--- config.mk ---
export PLATFORM = sky130hd
export DESIGN_NAME = car_addr_arbiter
export DESIGN_NICKNAME = d
export VERILOG_FILES = /design/src/rtl/car_addr_arbiter.sv
export SDC_FILE = /design/constraint.sdc
export NUM_CORES = 1
export LEC_CHECK = 0
export ABC_AREA = 0
export BUFFER_PORTS_ARGS = -buffer_cell sky130_fd_sc_hd__buf_2
export CORE_AREA = 5 5 57 59
export DETAILED_ROUTE_END_ITERATION = 6
export DIE_AREA = 0 0 62 64
export PLACE_DENSITY_LB_ADDON = 0.15
export SLEW_MARGIN = 25
export SYNTH_ARGS = -nofsm -noshare
export SYNTH_HDL_FRONTEND = slang
export SYNTH_SLANG_ARGS = --single-unit
export TNS_END_PERCENT = 50
--- constraint.sdc ---
create_clock -name clock -period 4 [get_ports clock]
set_input_delay 0.6 -clock clock [delete_from_list [all_inputs] [get_ports clock]]
set_output_delay 0.6 -clock clock [all_outputs]
set_load 0.01 [all_outputs]
--- src/rtl/car_addr_arbiter.sv ---
// Address-bus arbiter for the counter/address register bank: grants one register per access, then issues its post-inc/dec strobe.
// Optional build macro CAR_ARB_FIXED_PRI_EN selects fixed lowest-index priority instead of round-robin.
module car_addr_arbiter #(
  parameter int NREQ        = 4,
  parameter int WAIT_CYCLES = 1,
  parameter int GW          = $clog2(NREQ)
) (
  input  logic              clock,
  input  logic              clear_n,
  input  logic [NREQ-1:0]   req,
  input  logic [2*NREQ-1:0] req_op,
  output logic [NREQ-1:0]   ack,
  output logic [NREQ-1:0]   a_addr_n,
  output logic [NREQ-1:0]   inc,
  output logic [NREQ-1:0]   dec,
  output logic              busy,
  output logic [GW-1:0]     grant_id
);

  localparam logic [1:0] S_IDLE = 2'd0;
  localparam logic [1:0] S_ADDR = 2'd1;
  localparam logic [1:0] S_POST = 2'd2;
  localparam logic [1:0] S_GAP  = 2'd3;

  localparam logic [1:0] OP_INC = 2'b01;
  localparam logic [1:0] OP_DEC = 2'b10;

  localparam logic [GW-1:0] PTR_INIT = GW'(NREQ - 1);
  localparam logic [3:0]    CNT_LOAD = 4'(WAIT_CYCLES - 1);

  logic [1:0]      r_state;
  logic [3:0]      r_cnt;
  logic [GW-1:0]   r_ptr;
  logic [GW-1:0]   r_grant;
  logic [1:0]      r_op;
  logic [NREQ-1:0] r_ack;
  logic [NREQ-1:0] r_addr_n;
  logic [NREQ-1:0] r_inc;
  logic [NREQ-1:0] r_dec;
  logic            r_busy;

  logic [1:0]      w_next_state;
  logic [3:0]      w_next_cnt;
  logic [GW-1:0]   w_next_ptr;
  logic [GW-1:0]   w_next_grant;
  logic [1:0]      w_next_op;
  logic [GW-1:0]   w_winner;
  logic [GW-1:0]   w_idx;
  logic            w_found;
  logic [1:0]      w_win_op;
  logic [NREQ-1:0] w_next_onehot;
  logic            w_op_active;

  // Winner selection; only consulted while the FSM sits in IDLE.
  always_comb begin
    w_winner = '0;
    w_found  = 1'b0;
    w_idx    = '0;
`ifdef CAR_ARB_FIXED_PRI_EN
    for (int i = 0; i < NREQ; i++) begin
      w_idx = GW'(i);
      if (!w_found && req[w_idx]) begin
        w_winner = w_idx;
        w_found  = 1'b1;
      end
    end
`else
    for (int k = 1; k <= NREQ; k++) begin
      w_idx = GW'((int'(r_ptr) + k) % NREQ);
      if (!w_found && req[w_idx]) begin
        w_winner = w_idx;
        w_found  = 1'b1;
      end
    end
`endif
  end

  always_comb begin
    w_win_op = 2'b00;
    for (int i = 0; i < NREQ; i++) begin
      if (GW'(i) == w_winner) begin
        w_win_op = req_op[2*i +: 2];
      end
    end
  end

  assign w_op_active = (r_op == OP_INC) || (r_op == OP_DEC);

  always_comb begin
    w_next_state = r_state;
    w_next_cnt   = r_cnt;
    w_next_ptr   = r_ptr;
    w_next_grant = r_grant;
    w_next_op    = r_op;
    case (r_state)
      S_IDLE: begin
        if (w_found) begin
          w_next_state = S_ADDR;
          w_next_cnt   = CNT_LOAD;
          w_next_ptr   = w_winner;
          w_next_grant = w_winner;
          w_next_op    = w_win_op;
        end
      end
      S_ADDR: begin
        if (r_cnt == 4'd0) begin
          w_next_state = w_op_active ? S_POST : S_GAP;
        end else begin
          w_next_cnt = r_cnt - 4'd1;
        end
      end
      S_POST:  w_next_state = S_GAP;
      S_GAP:   w_next_state = S_IDLE;
      default: w_next_state = S_IDLE;
    endcase
  end

  assign w_next_onehot = {{(NREQ-1){1'b0}}, 1'b1} << w_next_grant;

  // Outputs are decoded from the next state so that every port comes straight from a flop.
  always_ff @(posedge clock or negedge clear_n) begin
    if (!clear_n) begin
      r_state  <= S_IDLE;
      r_cnt    <= 4'd0;
      r_ptr    <= PTR_INIT;
      r_grant  <= '0;
      r_op     <= 2'b00;
      r_ack    <= '0;
      r_addr_n <= '1;
      r_inc    <= '0;
      r_dec    <= '0;
      r_busy   <= 1'b0;
    end else begin
      r_state  <= w_next_state;
      r_cnt    <= w_next_cnt;
      r_ptr    <= w_next_ptr;
      r_grant  <= w_next_grant;
      r_op     <= w_next_op;
      r_addr_n <= (w_next_state == S_ADDR) ? ~w_next_onehot : '1;
      r_ack    <= ((w_next_state == S_ADDR) && (w_next_cnt == 4'd0)) ? w_next_onehot : '0;
      r_inc    <= ((w_next_state == S_POST) && (w_next_op == OP_INC)) ? w_next_onehot : '0;
      r_dec    <= ((w_next_state == S_POST) && (w_next_op == OP_DEC)) ? w_next_onehot : '0;
      r_busy   <= (w_next_state != S_IDLE);
    end
  end

  assign ack      = r_ack;
  assign a_addr_n = r_addr_n;
  assign inc      = r_inc;
  assign dec      = r_dec;
  assign busy     = r_busy;
  assign grant_id = r_grant;

endmodule
==> results of run 1 <==
## where the power goes
group          internal, mW  switching, mW
Clock                0.0668          0.102
Combinational         0.184          0.301
Sequential            0.389         0.0628
Total                 0.640          0.466
## flip-flops by register name, summed over array words and instances (netlist names)
| name | cells |
|---|---|
| r_op | 2 |
| ack | 4 |
| dec | 4 |
| r_cnt | 4 |
| r_ptr | 2 |
| r_state | 2 |
| grant_id | 2 |
| busy | 1 |
| a_addr_n | 4 |
| inc | 4 |
## through the flow
step	power [mW]	setup WS (ps)	area, um2	std cells	util
floorplan	0.806	2300	1430	133	-
global placement	0.927	1880	1590	192	0.596
detailed placement	0.940	1820	1590	192	0.596
CTS	1.11	2020	1640	200	0.616
global route	1.19	1800	1640	200	0.616
finish	1.11	2000	1640	200	0.616
## cell families (layout without fill, tap and decap cells)
family	Yosys count	in the layout	share of synthesized area
XOR/XNOR	1	1	0.00614
AND/OR/NAND/NOR	52	52	0.215
multiplexers	2	2	0.0140
adder cells (fa/ha/maj)	1	1	0.00876
buffers and inverters	9	45	0.0403
AO/OA/AOI/OAI	39	39	0.202
flip-flops	29	29	0.514
## layout make-up
| type | count | area [um2] |
|---|---|---|
| sequential | 29 | 733 |
| clock inverter | 2 | 10.0 |
| timing repair buffer | 32 | 160 |
| clock buffer | 6 | 41.3 |
| multi-input combinational | 95 | 637 |
| fill | 247 | 1020 |
| tap | 31 | 38.8 |
| inverter | 5 | 18.8 |
## final timing paths
kind	startpoint	end	slack, ps	cells past startpoint
max	r_state[1]	inc[3]	2000	5
min	clear_n	r_op[1]	290	1
max reg2reg	r_state[1]	inc[3]	2000	5
min reg2reg	r_cnt[0]	r_cnt[0]	530	1
max in group asynchronous	clear_n	r_cnt[0]	3290	1
min in group clock	r_cnt[0]	r_cnt[0]	530	1
## layout by cell type (no fill, tap or decap), drive strengths merged, types with 4 or more instances in the layout
| cell | count |
|---|---|
| a21o | 7 |
| a21oi | 5 |
| buf | 32 |
| clkbuf | 6 |
| dfrtp | 23 |
| dfstp | 6 |
| inv | 5 |
| nand2 | 5 |
| nand2b | 5 |
| nand3 | 5 |
| nor2 | 17 |
| nor3 | 4 |
| o21ai | 8 |
## routing by layer
layer | share of wire | wire length (um) | global-route usage | up-vias
met5 | 0 | 0 | 0 | -
met3 | 0.084 | 263 | 0.0704 | 10
met4 | 0.030 | 94 | 0.103 | 0
met1 | 0.41 | 1290 | 0.229 | 536
met2 | 0.47 | 1490 | 0.267 | 52
li1 | - | - | - | 548
==> impl_results.md, run 1 <==
- Cell chain of the critical path: or2_1 -> nor2_1 -> o21a_1 -> a31oi_2 -> a211oi_2
- Number of primary I/O pins: 33
- H-Tree Depth: 2
- Post-synthesis instance total: roughly 130
- DR iter-0 viols: 28
- Clock sinks: 29
- Top flip-flop cell by instance count after synthesis: sky130_fd_sc_hd__dfrtp_1
- Final hold viol count: 0
- Final critical path time including I/O delays and setup: 2000 ps
- CP Max Fanout: 11
- Wire length of the first global-routing pass: around 5.3 mm
- Crit-path slowest cell: sky130_fd_sc_hd__nor2_1
- Number of antenna violations at the first check in global routing: 0
- Die span in y: 64 um
- Leak: 0.770 nW
- Sequential element share of the synthesized area: 0.514
- Post-synthesis register bit count: 29
- Area growth, synth to finish: 14.8%
- Share of cells above drive strength 1: 0.320
- Via count of the first global-routing pass: 1136
- Cell area after technology mapping: between 1000 and 1500 um2
- Arrival time of data at the critical path endpoint: roughly 2200 ps
- Worst stage delay on the critical path: about 560 ps
- DPL Wire Length: roughly 2.4 mm
- Overall die area: between 3000 and 4000 um2
- Slew at the pin closest to its max-slew limit: ~700 ps
- Grt total ovfl: 0
- Final GP Congestion: 0.788
- Rows: 19
- Total power per unit cell area: just under 700 nW/um2
- Top cells by area, synth: sky130_fd_sc_hd__dfrtp_1 (40%), sky130_fd_sc_hd__dfstp_2 (11%), sky130_fd_sc_hd__nor2_1 (4.5%)
- Net count, final: approximately 180
- Count of synthesis-stage warnings from yosys: 0
- Unrepaired setup endpoints after global routing: no
- Total GRT Usage: 0.184
- Via count: 1146
- Peak ir drop on the vdd network: between 400 and 500 uV
- Setup repair bufs after CTS: 0
- Number of nets in the synthesized netlist: 148
- Mean instance size in the synthesized netlist: approximately 11 um2
- CTS tree: built
- Synth area leader: sky130_fd_sc_hd__dfrtp_1
- Status: completed
- Total CTS buffers: 5
- Worst path required time: 4240 ps
- Most frequent cell after synthesis: sky130_fd_sc_hd__dfrtp_1
- Average wire per cell in the routed design: 15.7 um
- Floorplan core area: roughly 2700 um2
- Post-route clock skew: between 10 and 15 ps
- I/O Buffers: 32
- Average via count per standard cell: approximately 5.7
- Synth async-reset ratio: 1.00
- DRC violations left: 0
- Top cells by count, synth: sky130_fd_sc_hd__dfrtp_1 (23), sky130_fd_sc_hd__nor2_1 (17), sky130_fd_sc_hd__a21o_1 (7), sky130_fd_sc_hd__o21ai_0 (7), sky130_fd_sc_hd__dfstp_2 (6)
- Total of cells resized after clock tree synthesis: 0
- Worst slew margin relative to its limit: 0.517
- Antenna diodes: 0
- Hold slack final: 291 ps
- Count of nets left with antenna violations after detail routing: 0
- Clock latency at the later pin of the worst-skew pair: roughly 330 ps
- Detailed-router iteration count before antenna repair: 4
- Post-synth cell types: 45
- Setup-failing EPs final: 0
- Setup total negative slack: 0 ps
- Share of the clock period used by the worst path: 0.500
- Number of synthesized flops with an enable pin: 0
- Number of hold buffers added after CTS: 0
- Effective utilization at floorplan: 0.536
- Buffer and inverter count on the worst path: 0
- Clk slew on worst S/H paths: 100 ps
- Proportion of netlist area held by the largest area contributor: 0.403
- Kind of start point of the critical path: flop
- Wirelength, routed: between 3 and 4 mm
- Largest net degree at the start of global routing: 30
- Capturing element type of the critical path: flop
- Maximum capacitance violations: 0
- CTS root buf: sky130_fd_sc_hd__clkbuf_4
- Worst min-delay path category: in2async
- Number of slew-limit violations in the final report: 0
- Horizontal die dimension: between 60 and 70 um
- Maximum number of buffers from clock root to sink: 2
- Kind of critical path: reg2reg
- Dominant delay contributor by cell family on the critical path: simple AND/OR/NAND/NOR gates
- Achievable Freq: about 0.5 GHz
(Power assumes the default switching activity.)
==> inputs of run 2 (changes only) <==
--- a/config.mk
+++ b/config.mk
@@ -5,11 +5,11 @@
 export SDC_FILE = /design/constraint.sdc
 export NUM_CORES = 1
 export LEC_CHECK = 0
-export ABC_AREA = 0
+export ABC_AREA = 1
 export BUFFER_PORTS_ARGS = -buffer_cell sky130_fd_sc_hd__buf_2
-export CORE_AREA = 5 5 57 59
+export CORE_AREA = 5 5 61 63
 export DETAILED_ROUTE_END_ITERATION = 6
-export DIE_AREA = 0 0 62 64
+export DIE_AREA = 0 0 66 68
 export PLACE_DENSITY_LB_ADDON = 0.15
 export SLEW_MARGIN = 25
 export SYNTH_ARGS = -nofsm -noshare
==> constraint.sdc (replaced) <==
create_clock -name clock -period 1.9 [get_ports clock]
set_input_delay 0.285 -clock clock [delete_from_list [all_inputs] [get_ports clock]]
set_output_delay 0.285 -clock clock [all_outputs]
set_load 0.01 [all_outputs]
==> impl_results.md, run 2 <==
- Peak ir drop on the vdd network: about 1400 uV
- DRC violations left: 0
- Sequential element share of the synthesized area: 0.459
- Grt total ovfl: 0
- Worst stage delay on the critical path: ~620 ps
- Leading cell types in the layout, fill and taps excluded: sky130_fd_sc_hd__buf_2 (32), sky130_fd_sc_hd__nand2_1 (31), sky130_fd_sc_hd__inv_1 (23), sky130_fd_sc_hd__dfrtp_1 (23), sky130_fd_sc_hd__buf_4 (22)
- Share of cells above drive strength 1: 0.492
- Crit-path most repeated cell: sky130_fd_sc_hd__nand2_4
- CP Max Fanout: 6
- Worst path required time: around 2100 ps
- Worst slew margin relative to its limit: 0.594
- Pre-CTS setup slack: -154 ps
- Synth area leader: sky130_fd_sc_hd__dfrtp_1
- Total GRT Usage: 0.191
- Clock power share: 0.147
- Via count: ~1500
- DR iter-0 viols: 59
- Total internal power: around 2.3 mW
- Clock sinks: 29
- Floorplan core area: around 3200 um2
- Minimum setup slack in the final design: -128 ps
- Post-synth cell types: 26
- Via count of the first global-routing pass: roughly 1500
- Number of antenna violations at the first check in global routing: 0
- Cell area after technology mapping: about 1600 um2
- Number of slew-limit violations in the final report: 0
- Post-synthesis register bit count: 29
- I/O Buffers: 32
- Worst min-delay path category: in2reg
- CTS tree: built
- Violations in the final reports: setup timing
- Area growth, synth to finish: 43.1%
- Clock latency at the later pin of the worst-skew pair: around 330 ps
- Unrepaired setup endpoints after global routing: yes
- H-Tree Depth: 2
- Post-synthesis instance total: slightly below 200
- Proportion of netlist area held by the largest area contributor: 0.361
- Rows: 21
- Net count, final: between 200 and 300
- Number of nets in the synthesized netlist: approximately 210
- Achievable Freq: between 0.4 and 0.5 GHz
- Maximum capacitance violations: 0
- Total CTS buffers: 5
- Largest net degree at the start of global routing: 30
- Net switching power: between 1.5 and 2 mW
- Count of synthesis-stage warnings from yosys: 0
- Clk slew on worst S/H paths: roughly 100 ps
- Average wire per cell in the routed design: about 12 um
- Kind of start point of the critical path: flop
- CTS root buf: sky130_fd_sc_hd__clkbuf_4
- Final cell count without fillers: between 300 and 400
- Wire length of the first global-routing pass: 6.42 mm
- Most frequent cell after synthesis: sky130_fd_sc_hd__nand2_1
- Synth async-reset ratio: 1.00
- Maximum number of buffers from clock root to sink: 2
- Number of primary I/O pins: 33
- Net switching fraction of the power: 0.440
- Leak: between 1 and 1.5 nW
- Status: complete, but fails checks
- Detailed-router iteration count before antenna repair: 4
- Most common cell after layout, fill and taps aside: sky130_fd_sc_hd__buf_2
- Average via count per standard cell: 4.83
- Overall die area: 4490 um2
- Gate power share: 0.634
- Cell chain of the critical path: buf_4 -> nand2_1 -> nand3_2 -> nand2_4 -> nor2_8 -> nand3b_4 -> nand2_4 -> inv_8 -> o21ai_4 -> inv_4 -> nand2_4 -> nor2_1
- Slew at the pin closest to its max-slew limit: slightly above 600 ps
- Sequential share of power: 0.219
- Number of placed cells counting well taps: between 200 and 300
- Kind of critical path: reg2reg
- Horizontal die dimension: between 60 and 70 um
- Effective utilization at floorplan: 0.502
- Count of nets left with antenna violations after detail routing: 0
- Top flip-flop cell by instance count after synthesis: sky130_fd_sc_hd__dfrtp_1
- Top cells by area, synth: sky130_fd_sc_hd__dfrtp_1 (36%), sky130_fd_sc_hd__nand2_1 (10%), sky130_fd_sc_hd__dfstp_2 (9.9%)
- Antenna diodes: 0
- DPL Wire Length: roughly 2.7 mm
- Crit-path slowest cell: sky130_fd_sc_hd__dfstp_2
- Post-route clock skew: 14.0 ps
- Setup-failing EPs final: 18
- Wirelength, routed: 3.76 mm
- Share of the clock period used by the worst path: 1.07
- Capturing element type of the critical path: flop
- Number of synthesized flops with an enable pin: 0
- Arrival time of data at the critical path endpoint: approximately 2300 ps
- Final GP Congestion: 0.818
- Final hold viol count: 0
- Final critical path time including I/O delays and setup: around 2000 ps
- Die span in y: roughly 70 um
- Top cells by count, synth: sky130_fd_sc_hd__nand2_1 (44), sky130_fd_sc_hd__nand3_1 (24), sky130_fd_sc_hd__dfrtp_1 (23), sky130_fd_sc_hd__inv_1 (23), sky130_fd_sc_hd__nor2_1 (23)
- Total power per unit cell area: between 1500 and 2000 nW/um2
- Mean instance size in the synthesized netlist: 8.23 um2
run 2: cell count changes after synthesis, sizes merged, moves of 5 or more:
| cell | previous run | this run |
|---|---|---|
| a21o | 7 | 0 |
| inv | 5 | 29 |
| nand2 | 5 | 58 |
| nand2b | 5 | 0 |
| nand3 | 5 | 25 |
| nand4 | 0 | 6 |
| nor2 | 17 | 24 |
| o21ai | 8 | 13 |
run 2: worst max-delay path: cells and delay by family, from the launching register on:
kind	cells	cell delay, ps
and+or+nand+nor	8	790
AOI/OAI and AO/OA	1	230
buffers and inverters	3	280
DFF	1	620
run 2: what timing repair did:
item | CTS | global route
pin swaps | 20 | 17
endpoints found under the setup margin | 19 | 22
buffers inserted | 10 | 3
endpoints found under the hold margin | 23 | 0
hold buffers | 1 | 0
gates resized for setup | 30 | 15
run 2: per-layer routing:
layer | vias to the layer above | GRT usage | share of wire
met5 | - | 0 | 0
met4 | 0 | 0.0812 | 0.019
met3 | 8 | 0.0690 | 0.050
met2 | 29 | 0.343 | 0.53
met1 | 690 | 0.203 | 0.41
li1 | 751 | - | -
run 2: stage by stage:
| step | power [mW] | hold slack, ps | util | instance area (um2) | TNS [ps] |
|---|---|---|---|---|---|
| global placement | 2.91 | 327 | 0.598 | 1900 | -711 |
| CTS | 4.03 | 280 | 0.692 | 2200 | -1010 |
| floorplan | 2.38 | -10.6 | - | 1600 | 0 |
| finish | 4.19 | 289 | 0.719 | 2280 | -1710 |
| global route | 4.52 | 286 | 0.719 | 2280 | -3550 |
| detailed placement | 2.96 | 333 | 0.598 | 1900 | -1730 |
run 2: final timing paths:
kind	slack, ps	end	startpoint	cells after the start
setup / recovery	-130	inc[0]	r_ptr[0]	12
hold reg to reg	490	r_op[0]	r_op[0]	2
hold / removal	290	r_op[0]	req_op[6]	5
min in group asynchronous	480	inc[0]	clear_n	2
max in group asynchronous	1000	r_op[1]	clear_n	2
setup reg to reg	-130	inc[0]	r_ptr[0]	12
run 2: cell families (layout without fill, tap and decap cells):
group | count (synthesis) | in the layout | share of synthesized area
xor gates and xnor gates | 2 | 2 | 0.0110
DFF | 29 | 29 | 0.459
adders and majority gates | 1 | 1 | 0.00784
AOI/OAI and AO/OA | 15 | 15 | 0.0674
buffers and inverters | 31 | 97 | 0.0831
and+or+nand+nor | 116 | 116 | 0.371
run 2: area by class of cell:
class,count,area [um2]
clock buffers,5,37.5
clock inverters,3,65.1
fillers,247,895
inverters,29,121
multi-input cells,134,870
flip-flops and latches,29,733
well taps,46,57.6
repair buffers,60,400
run 2: power by group through the flow:
stage	Combinational (mW)	Sequential, mW	Clock [mW]
floorplan	1.40	0.977	0
global placement	1.98	0.932	0
detailed placement	2.02	0.937	0
CTS	2.49	0.914	0.626
global route	2.91	0.943	0.670
finish	2.66	0.919	0.616
